`config.mk`:
```
export PLATFORM = sky130hd
export DESIGN_NAME = option_fifo
export DESIGN_NICKNAME = d
export VERILOG_FILES = /design/src/rtl/option_fifo_pkg.sv /design/src/rtl/option_fifo_ram.sv /design/src/rtl/option_fifo.sv
export SDC_FILE = /design/constraint.sdc
export NUM_CORES = 1
export LEC_CHECK = 0
export BUFFER_PORTS_ARGS = -buffer_cell sky130_fd_sc_hd__buf_4
export CORE_ASPECT_RATIO = 0.7
export CORE_MARGIN = 4
export CORE_UTILIZATION = 60
export DETAILED_ROUTE_END_ITERATION = 8
export PLACE_DENSITY = 0.77
export SLEW_MARGIN = 20
export SYNTH_ARGS = -nofsm -noshare
export SYNTH_HDL_FRONTEND = slang
export SYNTH_SLANG_ARGS = --single-unit
```
`constraint.sdc`:
```
create_clock -name clk -period 8.6 [get_ports clk]
set_clock_uncertainty 0.1 [all_clocks]
set_input_delay 1.29 -clock clk [delete_from_list [all_inputs] [get_ports clk]]
set_output_delay 1.29 -clock clk [all_outputs]
set_load 0.02 [all_outputs]
```
`src/rtl/option_fifo_pkg.sv`:
```
// option_fifo_pkg: shared defaults and helpers for the nonogram option queue.
//   DefaultSize  : board side, also the option payload width
//   DefaultDepth : queue entries (power of two)
//   line_w()     : width of a line-index header for a given board side
//   wr_src_e     : which source owns the single write slot in a cycle
package option_fifo_pkg;

  localparam int unsigned DefaultSize  = 3;
  localparam int unsigned DefaultDepth = 64;

  // A board of side N has N rows plus N columns to index.
  function automatic int unsigned line_w(input int unsigned size);
    return $clog2(2 * size);
  endfunction

  typedef enum logic [1:0] {
    SrcNone,
    SrcPb,
    SrcLoad
  } wr_src_e;

endpackage

```
`src/rtl/option_fifo_ram.sv`:
```
// option_fifo_ram: simple dual-port storage for the option queue.
// One write port, one read port with a registered read (block-RAM style).
//   clk_i   : clock
//   we_i    : write enable;  waddr_i / wdata_i : write address / data
//   re_i    : read enable;   raddr_i           : read address
//   rdata_o : read data, updated only on the edge after re_i, held otherwise
module option_fifo_ram #(
  parameter int unsigned Width = 4,
  parameter int unsigned Depth = 64
) (
  input  logic                     clk_i,
  input  logic                     we_i,
  input  logic [$clog2(Depth)-1:0] waddr_i,
  input  logic [Width-1:0]         wdata_i,
  input  logic                     re_i,
  input  logic [$clog2(Depth)-1:0] raddr_i,
  output logic [Width-1:0]         rdata_o
);

  logic [Width-1:0] mem_q [Depth];
  logic [Width-1:0] rdata_q;

  always_ff @(posedge clk_i) begin
    if (we_i) begin
      mem_q[waddr_i] <= wdata_i;
    end
    if (re_i) begin
      rdata_q <= mem_q[raddr_i];
    end
  end

  assign rdata_o = rdata_q;

endmodule

```
`src/rtl/option_fifo.sv`:
```
// option_fifo: circular work queue feeding the nonogram solver.
// Entries are {is_header, payload}; a header carries a line index zero-extended to SIZE bits.
//   clk, rst                   : clock, synchronous active-high reset
//   load_valid/is_header/data  : loader offer; accepted when load_valid & load_ready
//   load_ready                 : !full & !pb_valid (put-back wins the write slot)
//   pb_valid/is_header/data    : solver put-back pulse; dropped (overflow) when no room
//   valid_out/out_is_header/out_data : first-word-fall-through head entry
//   pop                        : consume head (ignored when !valid_out)
//   count                      : occupancy including the presented head
//   idle                       : empty and nothing offered this cycle
//   overflow                   : sticky, a put-back was dropped
module option_fifo
  import option_fifo_pkg::*;
#(
  parameter int unsigned SIZE   = DefaultSize,
  parameter int unsigned DEPTH  = DefaultDepth,
  parameter int unsigned LINE_W = line_w(SIZE)
) (
  input  logic                   clk,
  input  logic                   rst,
  input  logic                   load_valid,
  input  logic                   load_is_header,
  input  logic [SIZE-1:0]        load_data,
  output logic                   load_ready,
  input  logic                   pb_valid,
  input  logic                   pb_is_header,
  input  logic [SIZE-1:0]        pb_data,
  output logic                   valid_out,
  output logic                   out_is_header,
  output logic [SIZE-1:0]        out_data,
  input  logic                   pop,
  output logic [$clog2(DEPTH):0] count,
  output logic                   idle,
  output logic                   overflow
);

  localparam int unsigned PtrW = $clog2(DEPTH);
  localparam int unsigned CntW = PtrW + 1;

  if (SIZE < LINE_W) begin : g_size_chk
    $error("option_fifo: SIZE must be >= LINE_W");
  end
  if (DEPTH < 4 || (DEPTH & (DEPTH - 1)) != 0) begin : g_depth_chk
    $error("option_fifo: DEPTH must be a power of two >= 4");
  end

  typedef struct packed {
    logic            is_header;
    logic [SIZE-1:0] payload;
  } entry_t;

  function automatic entry_t mk_entry(input logic hdr, input logic [SIZE-1:0] d);
    entry_t e;
    e.is_header = hdr;
    e.payload   = d;
    if (hdr) begin
      e.payload              = '0;
      e.payload[LINE_W-1:0] = d[LINE_W-1:0];
    end
    return e;
  endfunction

  logic [PtrW-1:0] rd_ptr_q, rd_ptr_d, wr_ptr_q, wr_ptr_d;
  logic [CntW-1:0] count_q, count_d;
  logic            valid_out_q, valid_out_d;
  // Head source: 1 = RAM read register, 0 = bypass register.
  logic            src_ram_q, src_ram_d;
  entry_t          byp_q, byp_d;
  logic            overflow_q, overflow_d;

  wr_src_e wr_src;
  entry_t  wr_entry, ram_rdata, head;
  logic    full, pop_ok, wr_en, advance, ram_empty, ram_we, ram_re;

  always_comb begin
    pop_ok    = pop & valid_out_q;
    full      = (count_q == CntW'(DEPTH));
    // Entries stored in RAM = count minus the one held in the head slot.
    ram_empty = (count_q == CntW'(valid_out_q));
    advance   = !valid_out_q || pop_ok;

    wr_src = SrcNone;
    if (pb_valid) begin
      if (!full || pop_ok) wr_src = SrcPb;
    end else if (load_valid && !full) begin
      wr_src = SrcLoad;
    end
    wr_en    = (wr_src != SrcNone);
    wr_entry = (wr_src == SrcPb) ? mk_entry(pb_is_header, pb_data)
                                 : mk_entry(load_is_header, load_data);

    rd_ptr_d    = rd_ptr_q;
    wr_ptr_d    = wr_ptr_q;
    valid_out_d = valid_out_q;
    src_ram_d   = src_ram_q;
    byp_d       = byp_q;
    ram_we      = 1'b0;
    ram_re      = 1'b0;

    if (advance && !ram_empty) begin
      ram_re      = 1'b1;
      rd_ptr_d    = rd_ptr_q + PtrW'(1);
      valid_out_d = 1'b1;
      src_ram_d   = 1'b1;
      ram_we      = wr_en;
    end else if (advance) begin
      // Nothing buffered: a write lands straight in the head slot.
      valid_out_d = wr_en;
      if (wr_en) begin
        byp_d     = wr_entry;
        src_ram_d = 1'b0;
      end
    end else begin
      ram_we = wr_en;
    end
    if (ram_we) wr_ptr_d = wr_ptr_q + PtrW'(1);

    count_d    = count_q + CntW'(wr_en) - CntW'(pop_ok);
    overflow_d = overflow_q | (pb_valid & (wr_src != SrcPb));
  end

  always_ff @(posedge clk) begin
    if (rst) begin
      rd_ptr_q    <= '0;
      wr_ptr_q    <= '0;
      count_q     <= '0;
      valid_out_q <= 1'b0;
      src_ram_q   <= 1'b0;
      byp_q       <= '0;
      overflow_q  <= 1'b0;
    end else begin
      rd_ptr_q    <= rd_ptr_d;
      wr_ptr_q    <= wr_ptr_d;
      count_q     <= count_d;
      valid_out_q <= valid_out_d;
      src_ram_q   <= src_ram_d;
      byp_q       <= byp_d;
      overflow_q  <= overflow_d;
    end
  end

  option_fifo_ram #(
    .Width($bits(entry_t)),
    .Depth(DEPTH)
  ) u_ram (
    .clk_i  (clk),
    .we_i   (ram_we),
    .waddr_i(wr_ptr_q),
    .wdata_i(wr_entry),
    .re_i   (ram_re),
    .raddr_i(rd_ptr_q),
    .rdata_o(ram_rdata)
  );

  assign head          = src_ram_q ? ram_rdata : byp_q;
  assign valid_out     = valid_out_q;
  assign out_is_header = head.is_header;
  assign out_data      = head.payload;
  assign count         = count_q;
  assign load_ready    = !full && !pb_valid;
  assign idle          = (count_q == '0) && !load_valid && !pb_valid;
  assign overflow      = overflow_q;

endmodule

```
==> results by group, run 1 <==
Timing
  • Setup_tns: 0 ns
  • Fmax: 0.272 GHz
  • Final-report max-slew violation count: 0
  • Share of the cycle needed by the critical path after routing: 42.8%
  • Endpoints failing hold: 0
  • Time the final worst path needs with I/O delays and setup: 3.68 ns
  • Least-Margin Pin Slew: 0.771 ns
  • Worst slew slack as a fraction of its limit: 48.5%
  • Setup repair after global routing missed its margin: no
  • Total setup violations reported at the end of the flow: 0

Critical path
  • Endpoint arrival time on the critical path: between 3 and 4 ns
  • Category of the critical setup timing path: reg2reg
  • Crit Path Max Fanout: 6
  • Type of element launching the critical path: register
  • Data required time at the worst endpoint: 8.91 ns
  • Crit end category: register

Synth
  • Syn Nets: a little over 700
  • Cell area after synthesis: 11800 um2
  • Share of the synthesized area in the top cell type: 66.1%
  • Cells after Synth: 700
  • Flop and latch count out of synthesis: 286
  • Sequential-to-total area share from yosys stat: 70.5%
  • Synth warnings: 0
  • Post-synth top area cell: sky130_fd_sc_hd__edfxtp_1
  • Mean area per synthesized cell: 16.9 um2
  • Ranking of synthesized cells by area: sky130_fd_sc_hd__edfxtp_1 66%, sky130_fd_sc_hd__mux4_2 9.3%, sky130_fd_sc_hd__dfxtp_1 4.4%, sky130_fd_sc_hd__mux2i_1 4.2%, sky130_fd_sc_hd__nor2_1 3.5%
  • Number of enable-type register cells in the synthesized netlist: 260
  • Prevailing post-synth register cell: sky130_fd_sc_hd__edfxtp_1
  • Fraction of synthesis flops using an asynchronous set or reset pin: 0%
  • Number of unique standard cell types used by synthesis: 53

Global routing
  • Overall track demand over capacity in global routing: 23.3%
  • First-pass GRT wire length: between 30000 and 40000 um
  • Number of global-route vias before repair: about 6500
  • Overflow left after global routing: 0
  • Maximum number of pins on one net before global-route repair: 66
  • Initial antenna violation count: 0

CTS
  • Post-CTS setup repair buffer count: 0
  • Root buffer cell: sky130_fd_sc_hd__clkbuf_16
  • Clk pin slew, worst setup/hold paths: 0.06 ns
  • Post-cts hold buffer count: 0
  • CTS buffer count: 26
  • CTS Sinks: between 200 and 300
  • Clock latency at the later pin of the worst-skew pair: 0.52 ns
  • Number of buffers on the longest clock path: 3
  • Gates resized, CTS repair: 0
  • Clock tree from TritonCTS: yes
  • H-tree levels: 1

Drt
  • Final wirelength: 25300 um
  • Router iterations before antenna repair: 6
  • Residual antenna-violating net count after detailed routing: 0
  • Remaining DRCs: 0
  • Routed length per instance: about 25 um
  • Overall via count from detail_route: roughly 6500
  • Via/cell ratio: 6.43
  • Iter 0 DRT Violations: slightly below 800

Outcome
  • Status: completed

Floorplan
  • Io pins: 28
  • Floorplan die width: 176 um
  • Die footprint: 22000 um2
  • Initial cell density of the core: 61.8%
  • Y dimension of the die: roughly 130 um
  • Placement row count: 42
  • Placeable core region: about 19000 um2

Power and ir drop
  • Cell area power density: just under 300 nW/um2
  • Total power: 3.81 mW
  • Leakage power of the design: 4.19 nW
  • Maximum resistive drop on vdd: 0.216 mV

Layout
  • Final cell count without fillers: approximately 1000
  • Total Nets Final: 753
  • N_diodes: 0
  • Area growth, synth to finish: 10.8%
  • # fillers: between 1000 and 1500
  • Share of cells above drive strength 1: 19.6%

Placement
  • Number of I/O port buffers: 27
  • Cell total after placement: 964
  • Routability cong.: 0.874
  • Post-detailed-placement half-perimeter wirelength: 15800 um

Job
  • Max-capacitance violation count: 0

Hold path
  • Path class of the lowest-slack min-delay path: reg2reg
[layout by cell type, fill, tap and decap left out, drive strengths merged, types with 4 or more instances in the layout]
cell type and instances:
a211oi 4, a21oi 15, buf 34, bufinv 5, clkbuf 30, clkinv 8
dfxtp 26, edfxtp 260, ha 11, inv 13, mux2 13, mux2i 50
mux4 49, nand2 10, nand3 15, nand3b 4, nor2 109, nor2b 8
nor3 9, o21ai 5, o221ai 4, o22ai 8, xnor2 8
[final cells by class]
type,count,area (um2),area share (%)
clock buffer,30,687,5.25
inverter,13,48.8,0.373
multi-input combinational,367,3230,24.6
timing repair buffer,34,255,1.95
tap,264,330,2.52
sequential,286,8340,63.7
clock inverter,16,208,1.59
[layer usage]
layer / GRT usage (%) / vias up / wire length, um
met5: 0 / - / 0
met4: 6.10 / 0 / 645
met3: 6.34 / 54 / 2720
met2: 33.7 / 332 / 11400
met1: 35.8 / 3320 / 10600
li1: - / 2786 / -
[registers in the layout, summed over array words and instances (netlist names)]
register	cells
u_ram.mem_q	256
valid_out	1
wr_ptr_q	6
rd_ptr_q	6
byp_q	4
overflow	1
count	7
u_ram.rdata_o	4
src_ram_q	1
[through the flow]
step	utilization (%)	area [um2]	hold WS (ns)	worst slack, ns
5_1_grt	68.4	13100	0.409	4.76
3_5_place_dp	63.7	12200	0.370	4.50
6_report	68.4	13100	0.379	4.92
4_1_cts	68.4	13100	0.384	4.95
3_3_place_gp	63.7	12200	0.366	4.59
2_1_floorplan	-	11800	0.356	4.92
[worst max-delay path, cell delays in order, from the launching register on]
cell	delay (ns)
sky130_fd_sc_hd__dfxtp_1	0.37
sky130_fd_sc_hd__inv_1	0.09
sky130_fd_sc_hd__ha_1	0.25
sky130_fd_sc_hd__and4bb_2	0.30
sky130_fd_sc_hd__a31oi_1	0.49
sky130_fd_sc_hd__nor2b_1	0.12
sky130_fd_sc_hd__ha_1	0.31
sky130_fd_sc_hd__inv_1	0.04
sky130_fd_sc_hd__ha_1	0.21
sky130_fd_sc_hd__fa_1	0.45
sky130_fd_sc_hd__a21oi_1	0.18
sky130_fd_sc_hd__o21bai_1	0.11
sky130_fd_sc_hd__a21oi_1	0.17
sky130_fd_sc_hd__o21bai_1	0.09
sky130_fd_sc_hd__mux2_2	0.28
[final timing paths]
check	from	end	slack (ns)	depth (start not counted)
worst max-delay path	count[4]$_SDFF_PP0_	count[6]$_SDFF_PP0_	4.92	14
worst max register to register	count[4]$_SDFF_PP0_	count[6]$_SDFF_PP0_	4.92	14
worst min register to register	overflow$_SDFF_PP0_	overflow$_SDFF_PP0_	0.38	2
worst min-delay path	overflow$_SDFF_PP0_	overflow$_SDFF_PP0_	0.38	2
[cell families (layout without fill, tap and decap cells)]
logic type | after synthesis | in the layout | share of synthesized area (%)
AOI/OAI and AO/OA | 62 | 62 | 3.77
DFF | 286 | 286 | 70.5
adders and majority gates | 12 | 12 | 1.33
buffers and inverters | 47 | 93 | 2.27
xor gates and xnor gates | 11 | 11 | 0.815
and+or+nand+nor | 170 | 170 | 6.54
muxes | 112 | 112 | 14.8
[report_power, final]
part | switching [mW] | total (mW) | internal, mW
clock network | 0.488 | 1.21 | 0.721
logic | 0.479 | 0.874 | 0.395
registers | 0.106 | 1.73 | 1.62
[Yosys cell counts (all sizes together), types with 2 or more instances]
cell / n
a211oi: 4
mux4: 49
nor2: 109
nand2: 10
and4bb: 2
o22ai: 8
nand3: 15
o21ai: 5
a211o: 3
edfxtp: 260
mux2: 13
a21oi: 15
xor2: 3
o21bai: 3
a21o: 2
dfxtp: 26
or3b: 3
o31ai: 3
mux2i: 50
inv: 13
xnor2: 8
and3b: 2
or4: 3
a2111o: 3
ha: 11
nor3: 9
nand3b: 4
and2: 2
o221ai: 4
buf: 23
a21boi: 2
nor2b: 8
a221oi: 3
clkbuf: 11
Note: power is estimated with default switching activity, not from simulation.
==> run 2, diff against run 1 <==
--- a/config.mk
+++ b/config.mk
@@ -5,12 +5,13 @@
 export SDC_FILE = /design/constraint.sdc
 export NUM_CORES = 1
 export LEC_CHECK = 0
+export ABC_AREA = 1
 export BUFFER_PORTS_ARGS = -buffer_cell sky130_fd_sc_hd__buf_4
 export CORE_ASPECT_RATIO = 0.7
 export CORE_MARGIN = 4
-export CORE_UTILIZATION = 60
+export CORE_UTILIZATION = 56
 export DETAILED_ROUTE_END_ITERATION = 8
-export PLACE_DENSITY = 0.77
+export PLACE_DENSITY = 0.75
 export SLEW_MARGIN = 20
 export SYNTH_ARGS = -nofsm -noshare
 export SYNTH_HDL_FRONTEND = slang
==> constraint.sdc (replaced) <==
create_clock -name clk -period 3.1 [get_ports clk]
set_clock_uncertainty 0.1 [all_clocks]
set_input_delay 0.465 -clock clk [delete_from_list [all_inputs] [get_ports clk]]
set_output_delay 0.465 -clock clk [all_outputs]
set_load 0.02 [all_outputs]
==> run 2 against run 1 <==
  * Sequential power grew to 2.7 times the previous value
  * Critical path type unchanged
  * Clock power rose to 2.7 times the previous value
  * Final cell count grew 57%
  * Flip-flop and latch count unchanged
  * Global-route usage about the same
  * Core utilization fell by 4.6 points
  * First-iteration DRC count increased by 37%
  * Fmax grew 31%
  * Total power rose to 2.8 times the previous value
  * Critical endpoint unchanged
==> results by group, run 2 <==
Outcome
  • Status: completed

Synth
  • Post-synth top area cell: sky130_fd_sc_hd__edfxtp_1
  • Number of unique standard cell types used by synthesis: 34 (-36%)
  • Mux contribution to synthesized area: 0% (-15 points)
  • Cell area after synthesis: 12700 um2 (+7.4%)
  • Ranking of synthesized cells by area: sky130_fd_sc_hd__edfxtp_1 62%, sky130_fd_sc_hd__nand2_1 12%, sky130_fd_sc_hd__nand3_1 6.0%, sky130_fd_sc_hd__dfxtp_1 4.1%, sky130_fd_sc_hd__inv_1 3.7%
  • Fraction of synthesized cell area in xor and xnor cells: 0.552% (-0.26 points)
  • Simple-gate share of the synthesized area: 23.3% (+17 points)
  • Main combinational cell family by area after synthesis: simple AND/OR/NAND/NOR gates
  • Fraction of synthesis flops using an asynchronous set or reset pin: 0% (unchanged)
  • Flop and latch count out of synthesis: 286 (unchanged)
  • Syn Nets: 1300 (+79%)
  • Synth warnings: 0 (unchanged)
  • Mean area per synthesized cell: 9.96 um2 (-41%)
  • Most used standard cell by instance count after synthesis: sky130_fd_sc_hd__nand2_1
  • Number of enable-type register cells in the synthesized netlist: 260 (unchanged)
  • Prevailing post-synth register cell: sky130_fd_sc_hd__edfxtp_1
  • Share of the synthesized area in the top cell type: 61.5% (-4.6 points)
  • Cells after Synth: 1275 (+82%)
  • Most common library cells after synthesis: 408 x sky130_fd_sc_hd__nand2_1, 260 x sky130_fd_sc_hd__edfxtp_1, 152 x sky130_fd_sc_hd__nand3_1, 125 x sky130_fd_sc_hd__inv_1, 120 x sky130_fd_sc_hd__nor2_1
  • Synthesized-area fraction occupied by ao, oa, aoi and oai cells: 3.22% (-0.55 points)
  • Sequential-to-total area share from yosys stat: 65.6% (-4.9 points)
  • Adder and majority cell fraction of the synthesized area: 1.24% (-0.092 points)

Floorplan
  • Die footprint: 25200 um2 (+14%)
  • Initial cell density of the core: 57.8% (-4.0 points)
  • Placeable core region: 22000 um2 (+15%)
  • Floorplan die width: 188 um (+6.9%)
  • Io pins: 28 (unchanged)
  • Y dimension of the die: 134 um (+6.8%)
  • Placement row count: 45 (+7.1%)

Timing
  • Endpoints failing hold: 0 (unchanged)
  • Fmax: 0.355 GHz (+31%)
  • Share of the cycle needed by the critical path after routing: 91.0% (+48 points)
  • Setup_tns: 0 ns (unchanged)
  • Final-report max-slew violation count: 0 (unchanged)
  • Least setup slack across all paths after layout: 0.280 ns (-4.64 ns)
  • Worst slew slack as a fraction of its limit: 48.2% (-0.29 points)
  • Least-Margin Pin Slew: 0.772 ns (+0.00170 ns)
  • Time the final worst path needs with I/O delays and setup: 2.82 ns (-0.862 ns)
  • Setup repair after global routing missed its margin: no
  • Total setup violations reported at the end of the flow: 0 (unchanged)

CTS
  • Clk pin slew, worst setup/hold paths: 0.06 ns (about the same)
  • Clock latency at the later pin of the worst-skew pair: 0.54 ns (+0.02 ns)
  • Post-cts hold buffer count: 0 (unchanged)
  • H-tree levels: 1 (unchanged)
  • CTS Sinks: 286 (unchanged)
  • CTS buffer count: 27 (+3.8%)
  • Root buffer cell: sky130_fd_sc_hd__clkbuf_16
  • Clock tree from TritonCTS: yes
  • Gates resized, CTS repair: 0 (unchanged)
  • Number of buffers on the longest clock path: 3 (unchanged)
  • Post-CTS setup repair buffer count: 0 (unchanged)

Drt
  • Overall via count from detail_route: 9020 (+39%)
  • Residual antenna-violating net count after detailed routing: 0 (unchanged)
  • Iter 0 DRT Violations: 1054 (+37%)
  • Router iterations before antenna repair: 6 (unchanged)
  • Remaining DRCs: 0 (unchanged)
  • Routed length per instance: 18.7 um (-25%)
  • Final wirelength: 29800 um (+18%)
  • Via/cell ratio: 5.67 (-12%)

Critical path
  • Depth of the most critical reg-to-reg path: 16 (+2)
  • Worst reg2reg path endpoint: count[6]$_SDFF_PP0_
  • Crit Path Max Fanout: 6 (unchanged)
  • Crit end category: register
  • Endpoint arrival time on the critical path: 3.14 ns (-0.85 ns)
  • Category of the critical setup timing path: reg2reg
  • Type of element launching the critical path: register
  • Setup slack of the most critical reg-to-reg path: 0.28 ns (-4.64 ns)
  • Data required time at the worst endpoint: 3.42 ns (-5.49 ns)
  • Worst flop-to-flop path startpoint: count[5]$_SDFF_PP0_

Power and ir drop
  • Cell area power density: 763 nW/um2 (+160%)
  • Leakage power of the design: 5.56 nW (+33%)
  • Maximum resistive drop on vdd: 0.659 mV (+210%)
  • Part of the total power dissipated in the clock network: 30.1% (-1.6 points)
  • Internal power contribution: 7.16 mW (+160%)
  • Switching power: 3.54 mW (+230%)
  • Part of the power in registers: 43.1% (-2.3 points)
  • Fraction of power consumed by combinational cells: 26.8% (+3.9 points)
  • Switch share: 33.1% (+5.0 points)

Layout
  • Share of cells above drive strength 1: 7.57% (-12 points)
  • Register area: 8330 um2 (about the same)
  • # fillers: 1743 (+40%)
  • Leading cell type in the layout, fill and taps excluded: sky130_fd_sc_hd__nand2_1
  • Final core utilization: 63.9% (-4.6 points)
  • Flip-flop count of the largest register after layout: 256 (unchanged)
  • Highest-count cells in the layout ignoring fill and taps: 404 x sky130_fd_sc_hd__nand2_1, 260 x sky130_fd_sc_hd__edfxtp_1, 152 x sky130_fd_sc_hd__nand3_1
  • N_diodes: 0 (unchanged)
  • Register with the highest flop count: u_ram.mem_q
  • Area growth, synth to finish: 10.5%
  • Multi-input gate area in the final layout: 3600 um2 (+12%)
  • Total Nets Final: 1313 (+74%)

Global routing
  • Number of global-route vias before repair: 8338 (+28%)
  • Overall track demand over capacity in global routing: 23.4% (+0.045 points)
  • Initial antenna violation count: 1 (+1)
  • Overflow left after global routing: 0 (unchanged)
  • First-pass GRT wire length: 46000 um (+17%)
  • Maximum number of pins on one net before global-route repair: 148 (+120%)

Hold path
  • Path class of the lowest-slack min-delay path: in2reg
  • Hold-critical path endpoint: wr_ptr_q[2]$_SDFFE_PP0P_
  • Number of instances on the worst hold path: 2 (unchanged)
  • Hold Startpoint: rst

Job
  • Max-capacitance violation count: 0 (unchanged)

Placement
  • Post-detailed-placement half-perimeter wirelength: 18300 um (+16%)
  • Routability cong.: 0.891 (+2.0%)
  • Number of I/O port buffers: 27 (unchanged)
  • Setup Slack @ Placement: 0.311 ns (-4.19 ns)
run 2: changes by cell type after synthesis, moves of 13 or more:
| cell | previous run | this run |
|---|---|---|
| sky130_fd_sc_hd__a21oi_1 | 14 | 33 |
| sky130_fd_sc_hd__buf_2 | 4 | 32 |
| sky130_fd_sc_hd__inv_1 | 13 | 125 |
| sky130_fd_sc_hd__mux2_2 | 13 | 0 |
| sky130_fd_sc_hd__mux2i_1 | 50 | 0 |
| sky130_fd_sc_hd__mux4_2 | 49 | 0 |
| sky130_fd_sc_hd__nand2_1 | 10 | 408 |
| sky130_fd_sc_hd__nand3_1 | 15 | 152 |
| sky130_fd_sc_hd__o21ai_0 | 4 | 21 |
run 2: cell families (layout without fill, tap and decap cells):
kind of cell,after synthesis,in the layout
fa+ha+maj,12,12
simple gates,709,709
flops,286,286
buf+inv,187,220
xor+xnor,8,8
compound gates,73,73
run 2: routing by layer:
| metal | GRT usage (%) | vias to the layer above | part of all wire (%) |
|---|---|---|---|
| li1 | - | 4255 | - |
| met1 | 36.4 | 4215 | 43 |
| met2 | 33.7 | 485 | 42 |
| met3 | 4.86 | 63 | 12 |
| met4 | 6.40 | 2 | 2.5 |
| met5 | 0 | - | 0.044 |
run 2: how the worst max path moves through the flow:
| stage | cells past startpoint | startpoint | slack (ns) | end |
|---|---|---|---|---|
| detailed placement | 16 | count[5]$_SDFF_PP0_ | 0.31 | count[6]$_SDFF_PP0_ |
| global placement | 16 | count[5]$_SDFF_PP0_ | 0.35 | count[6]$_SDFF_PP0_ |
| global route | 16 | count[5]$_SDFF_PP0_ | 0.05 | count[6]$_SDFF_PP0_ |
| finish | 16 | count[5]$_SDFF_PP0_ | 0.28 | count[6]$_SDFF_PP0_ |
| CTS | 16 | count[5]$_SDFF_PP0_ | 0.29 | count[6]$_SDFF_PP0_ |
| floorplan | 16 | count[4]$_SDFF_PP0_ | 0.38 | count[6]$_SDFF_PP0_ |
run 2: worst max-delay path, stage by stage (launching register included):
cell and delay (ns):
sky130_fd_sc_hd__dfxtp_1 0.37, sky130_fd_sc_hd__inv_1 0.09, sky130_fd_sc_hd__ha_1 0.22, sky130_fd_sc_hd__nand2_1 0.07
sky130_fd_sc_hd__inv_1 0.06, sky130_fd_sc_hd__nand4_2 0.15, sky130_fd_sc_hd__nand2_4 0.10, sky130_fd_sc_hd__nand2_4 0.10
sky130_fd_sc_hd__inv_1 0.05, sky130_fd_sc_hd__ha_1 0.26, sky130_fd_sc_hd__inv_1 0.04, sky130_fd_sc_hd__ha_1 0.21
sky130_fd_sc_hd__fa_1 0.47, sky130_fd_sc_hd__nand4_1 0.12, sky130_fd_sc_hd__nand3_1 0.09, sky130_fd_sc_hd__o21ai_0 0.15
sky130_fd_sc_hd__a21oi_1 0.05
run 2: power groups by stage:
stage	logic, mW	registers, mW	clock network (mW)
3_3_place_gp	2.76	4.68	0
4_1_cts	2.81	4.61	3.25
3_5_place_dp	2.79	4.69	0
2_1_floorplan	1.87	4.70	0
5_1_grt	3.14	4.63	3.41
6_report	2.86	4.61	3.22
run 2: cell type report:
| type | instances | area share [%] |
|---|---|---|
| Tap cell | 282 | 2.52 |
| Clock buffer | 32 | 4.95 |
| Multi-Input combinational cell | 802 | 25.7 |
| Clock inverter | 17 | 1.11 |
| Inverter | 131 | 3.55 |
| Sequential cell | 286 | 59.4 |
| Timing Repair Buffer | 40 | 2.77 |
run 2: stage by stage:
step | hold slack, ns | power (mW) | std cells | area, um2
2_1_floorplan | 0.388 | 6.57 | 1275 | 12700
3_3_place_gp | 0.362 | 7.44 | 1541 | 13200
3_5_place_dp | 0.369 | 7.48 | 1541 | 13200
4_1_cts | 0.123 | 10.7 | 1590 | 14000
5_1_grt | 0.144 | 11.2 | 1590 | 14000
6_report | 0.143 | 10.7 | 1590 | 14000
